$ cat config.mk
export PLATFORM = sky130hd
export DESIGN_NAME = memory_ram_loader_flat
export DESIGN_NICKNAME = d
export VERILOG_FILES = /design/src/rtl/memory_ram_loader_if.sv /design/src/rtl/memory_ram_loader.sv /design/src/flat_wrapper.sv
export SDC_FILE = /design/constraint.sdc
export NUM_CORES = 1
export LEC_CHECK = 0
export CAP_MARGIN = 15
export CORE_MARGIN = 5
export CORE_UTILIZATION = 45
export DETAILED_ROUTE_END_ITERATION = 8
export PLACE_DENSITY_LB_ADDON = 0.1
export SLEW_MARGIN = 15
export SYNTH_ARGS = -nofsm -noshare
export SYNTH_HDL_FRONTEND = slang
export SYNTH_SLANG_ARGS = --single-unit
$ cat constraint.sdc
create_clock -name clk -period 3 [get_ports clk]
set_input_delay 0.3 -clock clk [delete_from_list [all_inputs] [get_ports clk]]
set_output_delay 0.3 -clock clk [all_outputs]
set_load 0.01 [all_outputs]
$ cat src/rtl/memory_ram_loader_if.sv
// memory_ram_loader_if
//   Bundles the loader's stream input, status and read-port signals.
//   The slave modport is the loader itself, and the master modport is whoever
//   drives it (a bench or an upstream block).
//
//   Signals:
//     start, in_valid, in_ready, in_data  load stream and handshake
//     busy, done, wr_count, checksum      load-pass status
//     en, address, out                    synchronous read port (1-cycle latency)
//     par_err, inject_err                 only when MEM_LOADER_PARITY_EN is defined
interface memory_ram_loader_if #(
  parameter int DATA_W = 16,
  parameter int ADDR_W = 4
);
  logic              start;
  logic              in_valid;
  logic              in_ready;
  logic [DATA_W-1:0] in_data;
  logic              busy;
  logic              done;
  logic [ADDR_W:0]   wr_count;
  logic [DATA_W-1:0] checksum;
  logic              en;
  logic [ADDR_W-1:0] address;
  logic [DATA_W-1:0] out;
`ifdef MEM_LOADER_PARITY_EN
  logic              par_err;
  logic              inject_err;

  modport slave (
    input  start, in_valid, in_data, en, address, inject_err,
    output in_ready, busy, done, wr_count, checksum, out, par_err
  );

  modport master (
    output start, in_valid, in_data, en, address, inject_err,
    input  in_ready, busy, done, wr_count, checksum, out, par_err
  );
`else
  modport slave (
    input  start, in_valid, in_data, en, address,
    output in_ready, busy, done, wr_count, checksum, out
  );

  modport master (
    output start, in_valid, in_data, en, address,
    input  in_ready, busy, done, wr_count, checksum, out
  );
`endif
endinterface

$ cat src/rtl/memory_ram_loader.sv
// memory_ram_loader
//   This is the writer side of the memory read path. It accepts a valid/ready
//   stream of DATA_W-bit words and writes them into a DEPTH-entry RAM at
//   addresses 0..DEPTH-1. It also keeps a running checksum of the loaded image.
//   The read port matches the ROM core's timing: when en=1 at a rising edge,
//   out is loaded with mem[address] one cycle later. When en=0, out holds.
//
//   Ports:
//     clk  single clock, rising edge
//     rst  asynchronous active-high reset. It does not clear the RAM contents.
//     bus  memory_ram_loader_if.slave (stream, status and read port)
//
//   Optional feature:
//     MEM_LOADER_PARITY_EN  Each RAM word stores an even-parity bit. The
//                           par_err output flags a mismatch on read, and the
//                           inject_err input inverts the stored bit.
module memory_ram_loader #(
  parameter int DATA_W = 16,
  parameter int ADDR_W = 4,
  parameter int DEPTH  = 16
) (
  input  logic                 clk,
  input  logic                 rst,
  memory_ram_loader_if.slave   bus
);

`ifdef MEM_LOADER_PARITY_EN
  localparam int MEM_W = DATA_W + 1;
`else
  localparam int MEM_W = DATA_W;
`endif

  localparam logic [ADDR_W:0] LAST_CNT = (ADDR_W+1)'(DEPTH - 1);

  typedef enum logic [1:0] {
    S_IDLE = 2'd0,
    S_LOAD = 2'd1,
    S_DONE = 2'd2
  } state_t;

  state_t            state_q, state_d;
  logic [ADDR_W:0]   wr_count_q, wr_count_d;
  logic [DATA_W-1:0] checksum_q, checksum_d;
  logic [DATA_W-1:0] out_q;
  logic [MEM_W-1:0]  mem_q [DEPTH];
  logic [MEM_W-1:0]  wr_word;
  logic              wr_fire;

  // A word transfers whenever the FSM is in LOAD and the source is valid.
  // in_ready is high for exactly that state.
  assign wr_fire = (state_q == S_LOAD) && bus.in_valid;

`ifdef MEM_LOADER_PARITY_EN
  // XOR of the data gives the even-parity bit. inject_err flips the stored bit.
  assign wr_word = {(^bus.in_data) ^ bus.inject_err, bus.in_data};
`else
  assign wr_word = bus.in_data;
`endif

  // FSM state register
  always_ff @(posedge clk or posedge rst) begin
    if (rst) state_q <= S_IDLE;
    else     state_q <= state_d;
  end

  // FSM next-state logic
  always_comb begin
    state_d = state_q;
    unique case (state_q)
      S_IDLE: if (bus.start) state_d = S_LOAD;
      S_LOAD: if (wr_fire && (wr_count_q == LAST_CNT)) state_d = S_DONE;
      S_DONE: state_d = S_IDLE;
      default: state_d = S_IDLE;
    endcase
  end

  // FSM outputs
  always_comb begin
    bus.in_ready = 1'b0;
    bus.busy     = 1'b0;
    bus.done     = 1'b0;
    unique case (state_q)
      S_LOAD: begin
        bus.in_ready = 1'b1;
        bus.busy     = 1'b1;
      end
      S_DONE: bus.done = 1'b1;
      default: ;
    endcase
  end

  // Pass counters. wr_count also serves as the write pointer, because the
  // FSM leaves LOAD before the pointer can go past DEPTH-1.
  always_comb begin
    wr_count_d = wr_count_q;
    checksum_d = checksum_q;
    if ((state_q == S_IDLE) && bus.start) begin
      wr_count_d = '0;
      checksum_d = '0;
    end else if (wr_fire) begin
      wr_count_d = wr_count_q + 1'b1;
      checksum_d = checksum_q + bus.in_data;
    end
  end

  always_ff @(posedge clk or posedge rst) begin
    if (rst) begin
      wr_count_q <= '0;
      checksum_q <= '0;
    end else begin
      wr_count_q <= wr_count_d;
      checksum_q <= checksum_d;
    end
  end

  // RAM write port. The RAM has no reset, so an image loaded before a reset
  // is still there afterwards.
  always_ff @(posedge clk) begin
    if (wr_fire) mem_q[wr_count_q[ADDR_W-1:0]] <= wr_word;
  end

  // Registered read port. A read and a write to the same address on the same
  // edge return the old word (read-first).
`ifdef MEM_LOADER_PARITY_EN
  logic par_err_q;

  always_ff @(posedge clk or posedge rst) begin
    if (rst) begin
      out_q     <= '0;
      par_err_q <= 1'b0;
    end else if (bus.en) begin
      out_q     <= mem_q[bus.address][DATA_W-1:0];
      par_err_q <= ^mem_q[bus.address];
    end
  end

  assign bus.par_err = par_err_q;
`else
  always_ff @(posedge clk or posedge rst) begin
    if (rst)         out_q <= '0;
    else if (bus.en) out_q <= mem_q[bus.address];
  end
`endif

  assign bus.wr_count = wr_count_q;
  assign bus.checksum = checksum_q;
  assign bus.out      = out_q;

endmodule

$ cat src/flat_wrapper.sv
// flat-port wrapper written by rule: the top's interface ports become plain ports
module memory_ram_loader_flat 
#(
  parameter int DATA_W = 16,
  parameter int ADDR_W = 4,
  parameter int DEPTH  = 16
)
  (clk, rst, bus_start, bus_in_valid, bus_in_data, bus_en, bus_address, bus_in_ready, bus_busy, bus_done, bus_wr_count, bus_checksum, bus_out);
  memory_ram_loader_if #(.DATA_W(DATA_W), .ADDR_W(ADDR_W)) bus_i ();
  input  logic clk;
  input  logic rst;
  input wire logic [$bits(bus_i.start)-1:0] bus_start;
  input wire logic [$bits(bus_i.in_valid)-1:0] bus_in_valid;
  input wire logic [$bits(bus_i.in_data)-1:0] bus_in_data;
  input wire logic [$bits(bus_i.en)-1:0] bus_en;
  input wire logic [$bits(bus_i.address)-1:0] bus_address;
  output wire logic [$bits(bus_i.in_ready)-1:0] bus_in_ready;
  output wire logic [$bits(bus_i.busy)-1:0] bus_busy;
  output wire logic [$bits(bus_i.done)-1:0] bus_done;
  output wire logic [$bits(bus_i.wr_count)-1:0] bus_wr_count;
  output wire logic [$bits(bus_i.checksum)-1:0] bus_checksum;
  output wire logic [$bits(bus_i.out)-1:0] bus_out;
  assign bus_i.start = bus_start;
  assign bus_i.in_valid = bus_in_valid;
  assign bus_i.in_data = bus_in_data;
  assign bus_i.en = bus_en;
  assign bus_i.address = bus_address;
  assign bus_in_ready = bus_i.in_ready;
  assign bus_busy = bus_i.busy;
  assign bus_done = bus_i.done;
  assign bus_wr_count = bus_i.wr_count;
  assign bus_checksum = bus_i.checksum;
  assign bus_out = bus_i.out;
  memory_ram_loader #(.DATA_W(DATA_W), .ADDR_W(ADDR_W), .DEPTH(DEPTH)) u_core (.clk(clk), .rst(rst), .bus(bus_i));
endmodule
### Word level (Yosys, flattened, before mapping)

Memories as Yosys holds them, arrays and structs flattened. A register that Yosys moved wholly into a read port is not among the register bits.
Cells that the tools add are included.

| word-level totals | value |
|---|---|
| bits in registers | 23 |
| output and inout bits | 40 |
| logic and storage cells | 28 |
| memories kept | 1 |
| memory bits (writable) | 256 |

| cells by class | value |
|---|---|
| mux-type cells | 11 |
| add/subtract/negate cells | 2 |
| equality and inequality tests | 5 |
| reduce and logical (&&, ||, !) cells | 6 |

Memory list:

| memory | words | bits a word | rd ports | clocked after memory_dff | write ports | RTL line | source |
|---|---|---|---|---|---|---|---|
| u_core.mem_q | 16 | 16 | 1 | 1 | 1 | memory_ram_loader.sv:45 | `logic [MEM_W-1:0] mem_q [DEPTH];` |

Operators with widths:

| operator | count |
|---|---|
| $mux 16 | 2 |
| $add 16x16->16 | 1 |
| $mux 5 | 2 |
| $add 5x1->5 const B | 1 |
| $eq 5x4->1 const B | 1 |
| $mux 1 | 4 |
| $mux 2 | 2 |
| $ne 2x2->1 const B | 2 |
| $pmux 2 s2 | 1 |
| $logic_and 1x1->1 | 3 |
| $eq 2x1->1 const B | 1 |
| $eq 2x2->1 const B | 1 |
| $logic_not 2->1 | 1 |
| $reduce_and 2->1 | 1 |
| $reduce_bool 2->1 | 1 |

### Longest topological paths before layout

| depth | value |
|---|---|
| word-level depth | 5 |
| depth in mapped cells | 8 |
| mapped depth without buffers | 8 |

### Worst setup path before layout

No wires, ideal clock.

| path | value |
|---|---|
| path kind | register to register |
| start | register u_core.state_q[1] |
| end | memory u_core.mem_q[0][0] in the netlist's numbering (enable) |
| stages on the path, launching flop included | 7 |
| path buffers | 2 |
| library setup time | 0.409 ns |
| arrival | 2.436 ns |
| path slack | 0.155 ns |
| data required time | 2.591 ns |
| clock period less this slack | 2.845 ns |
| cell sequence | dfrtp_1 > nor2b_1 > and2_1 > buf_2 > buf_2 > nand2_1 > nor3_1 |

| between the ends | value |
|---|---|
| longest elaborated chain between the ends | 4 |

RTL lines:

| item | RTL line | source |
|---|---|---|
| start, declared | memory_ram_loader.sv:41 | `state_t state_q, state_d;` |
| start signal, assigned | memory_ram_loader.sv:63 | `else state_q <= state_d;` |
| $eq 2x1->1 | memory_ram_loader.sv:51 | `assign wr_fire = (state_q == S_LOAD) && bus.in_valid;` |
| $logic_and 1x1->1 | memory_ram_loader.sv:51 |  |
| $mux 1 | memory_ram_loader.sv:119 | `if (wr_fire) mem_q[wr_count_q[ADDR_W-1:0]] <= wr_word;` |
| $mux 1 (not written as such) | memory_ram_loader.sv:119 |  |
| end, declared | memory_ram_loader.sv:45 |  |

Every way passes these cells.

### Worst setup path after layout

| path | value |
|---|---|
| start | register u_core.checksum_q[0] (netlist: u_core.bus.checksum[0]) |
| end | register u_core.checksum_q[10] (netlist: u_core.bus.checksum[10]) |

| between the ends | value |
|---|---|
| longest elaborated chain between the ends | 3 |

RTL lines:

| item | RTL line | source |
|---|---|---|
| start, declared | memory_ram_loader.sv:43 | `logic [DATA_W-1:0] checksum_q, checksum_d;` |
| start signal, assigned | memory_ram_loader.sv:112 | `checksum_q <= checksum_d;` |
| $add 16x16->16 | memory_ram_loader.sv:102 | `checksum_d = checksum_q + bus.in_data;` |
| $mux 16 | memory_ram_loader.sv:100 | `end else if (wr_fire) begin` |
| $mux 16 | memory_ram_loader.sv:97 | `if ((state_q == S_IDLE) && bus.start) begin` |

Every way passes these cells. The select of a mux whose other input is x is not followed.
A chain may end at the register's enable or synchronous reset.

==> impl_metrics.toml <==
[cells_and_area]
area_growth_pct = 19.3
design_area_sq_um = 14300
mostFrequentLayoutCell = "edfxtp_1"
final_cell_mix = "edfxtp_1 (256), mux4_2 (64), clkdlybuf4s50_1 (61)"
layout.nets = 783
layout.cells.non_filler = 1097
antennaDiodeCount = 0
register_area_sq_um = 8660
fin_util_pct = 54.7
drive_above_1_share_pct = 23.6
multiInputGateArea_sq_um = 3210
nFillCells = 2087

[detailed_routing]
via_per_inst = 5.74
first_pass_iters = 5
num_vias = 6301
drc = 0
ant_nets = 0
wl_per_cell_microns = 25.4
first_iter_violations = 329
totalWireLength_microns = 27800

[yosys]
yosys_most_used_dff = "edfxtp_1"
syn_avg_cell_area_sq_um = 19.1
synth_seq_area_share_pct = 72.3
synth_warnings = 0
syn_inst = 627
ys_ff_latch = 295
netlist_area_sq_um = 12000
yosys.cell_types.count = 46
async_flop_share_pct = 13.2
synth_edf_count = 256
syn_nets = 673

[setup_path]
cp_max_fo = 3
cp_data_required_time_ns = 3.43
crit_path_start_kind = "flop"
r2r_cells = 7
critPathKind = "reg2reg"
worstSetupEndpointType = "flop"
cp_data_arrival_time_ns = 2.70

[clocking]
cts_resized = 0
cts_tree = "done"
cts-root-buf = "clkbuf_16"
clockBufferDepth = 3
cts-buffers-inserted = 31
cts_setup_buffers = 0
clkTransAtPathRegs_ns = 0.06
numClockSinks = 295
clk_latency_ns = 0.55
hold_buffers = 0
cts-htree-levels = 1

[timing]
rsz0062_at_grt = "false"
relSlewSlack_pct = 54.7
worstMarginPinSlew_ns = 0.677
setup_viol = 0
fmax_ghz = 0.442
finalCritPeriodShare_pct = 75.4
hold_viol = 0
clock_skew_ns = 0.0138
post-route-min-period_ns = 2.26
tns_ns = 0
finalMaxSlewViolations = 0

[floorplan]
io_pins = 65
dieHeight_microns = 173
start_util_pct = 45.9
rows = 59
die_area_sq_um = 30000
die_w_microns = 173
core-area_sq_um = 26100

[global_routing]
grt_overflow_total = 0
gr-usage-all-layers_pct = 18.6
grt_pass1_vias = 6843
antenna_found_initial = 0
grt_max_degree = 65
grt_pass1_wl_microns = 42600

[run]
maxCapViolCount = 0

[pwr]
leakage_uw = 0.00494
ir_drop_v = 0.000540
power-per-cell-area_nw_per_um2 = 784
finalPower_uw = 11200

[placed_design]
dp_cells = 1039
placed_area_sq_um = 13300
finalWeightedCongestion = 0.858
portBuffers = 64
hpwl_microns = 16700

[hold_path]
hold_path_class = "in2async"

[status]
status = "completed"
[metrics by stage]
stage                     hold WS, ns  setup WS [ns]
after floorplan                 0.399          0.155
after global placement          0.486          0.358
after detailed placement        0.487          0.276
after CTS                       0.244          0.746
after global routing            0.308          0.651
final                           0.242          0.737
[state kept, by name, indices dropped and copies added, names as in the netlist]
register and cells:
u_core.bus.checksum 16, u_core.bus.out 16, u_core.state_q 2, u_core.mem_q 256, u_core.bus.wr_count 5
[layer usage]
metal	vias up	part of all wire (%)	global-route usage [%]
met5	-	0	0
met4	0	1.4	3.89
met3	30	4.8	2.60
met2	179	51	32.4
met1	3327	42	25.2
li1	2765	-	-
[layout make-up]
class,instances,share of cell area (%)
Inverter,5,0.131
Tap cell,335,2.93
Timing Repair Buffer,106,7.21
Sequential cell,295,60.6
Clock inverter,19,1.01
Clock buffer,39,5.64
Multi-Input combinational cell,298,22.5
[critical path, stage by stage (launching register included)]
cell	delay, ns
dfrtp_1	0.40
ha_1	0.26
fa_1	0.42
a21o_1	0.23
nand4_1	0.17
a211oi_2	0.12
or3_1	0.32
a32o_1	0.25
[worst paths after layout]
kind / start / endpoint / slack, ns
worst max-delay path: u_core.bus.checksum[0] / u_core.bus.checksum[10] / 0.74
worst min-delay path: rst / u_core.bus.checksum[3] / 0.24
worst max register to register: u_core.bus.checksum[0] / u_core.bus.checksum[10] / 0.74
worst min register to register: u_core.bus.out[5] / u_core.bus.out[5] / 0.50
max in group asynchronous: rst / u_core.bus.out[7] / 2.33
min in group clk: bus_address[2] / u_core.bus.out[6] / 0.49
[cells in the mapped netlist, types with 2 or more instances]
library cell	instances	area, sq um
edfxtp_1	256	7690
mux4_2	64	1440
dfrtp_1	39	976
mux2i_1	33	330
nand2_1	33	124
nand2b_1	21	131
nor2_1	21	78.8
ha_1	20	250
o221ai_1	16	140
clkbuf_1	13	48.8
o21ai_1	13	65.1
a21oi_1	11	55.1
buf_4	7	52.6
xnor2_1	7	61.3
xor2_1	7	61.3
a21o_1	5	37.5
buf_2	5	25.0
inv_1	5	18.8
nand4_1	5	31.3
o21ai_0	5	25.0
buf_1	4	15.0
nor3_1	4	20.0
nand3_1	3	15.0
nor2b_1	3	18.8
a211o_1	2	17.5
a211oi_2	2	25.0
a22o_1	2	17.5
nor3_2	2	20.0
or4_1	2	15.0
[report_power, final]
part | internal (uW) | leakage [uW] | switching, uW
sequential | 4960 | 0.00279 | 273
clock | 2000 | 0.000459 | 1520
combinational | 1100 | 0.00170 | 1350
[cells by family after synthesis]
| kind of cell | after synthesis | share of synthesized area [%] |
|---|---|---|
| AND/OR/NAND/NOR | 99 | 4.06 |
| buffers and inverters | 34 | 1.34 |
| multiplexers | 97 | 14.8 |
| AO/OA/AOI/OAI | 67 | 4.24 |
| XOR/XNOR | 14 | 1.02 |
| adder cells (fa/ha/maj) | 21 | 2.26 |
| flip-flops | 295 | 72.3 |
Note: power is estimated with default switching activity, not from simulation.
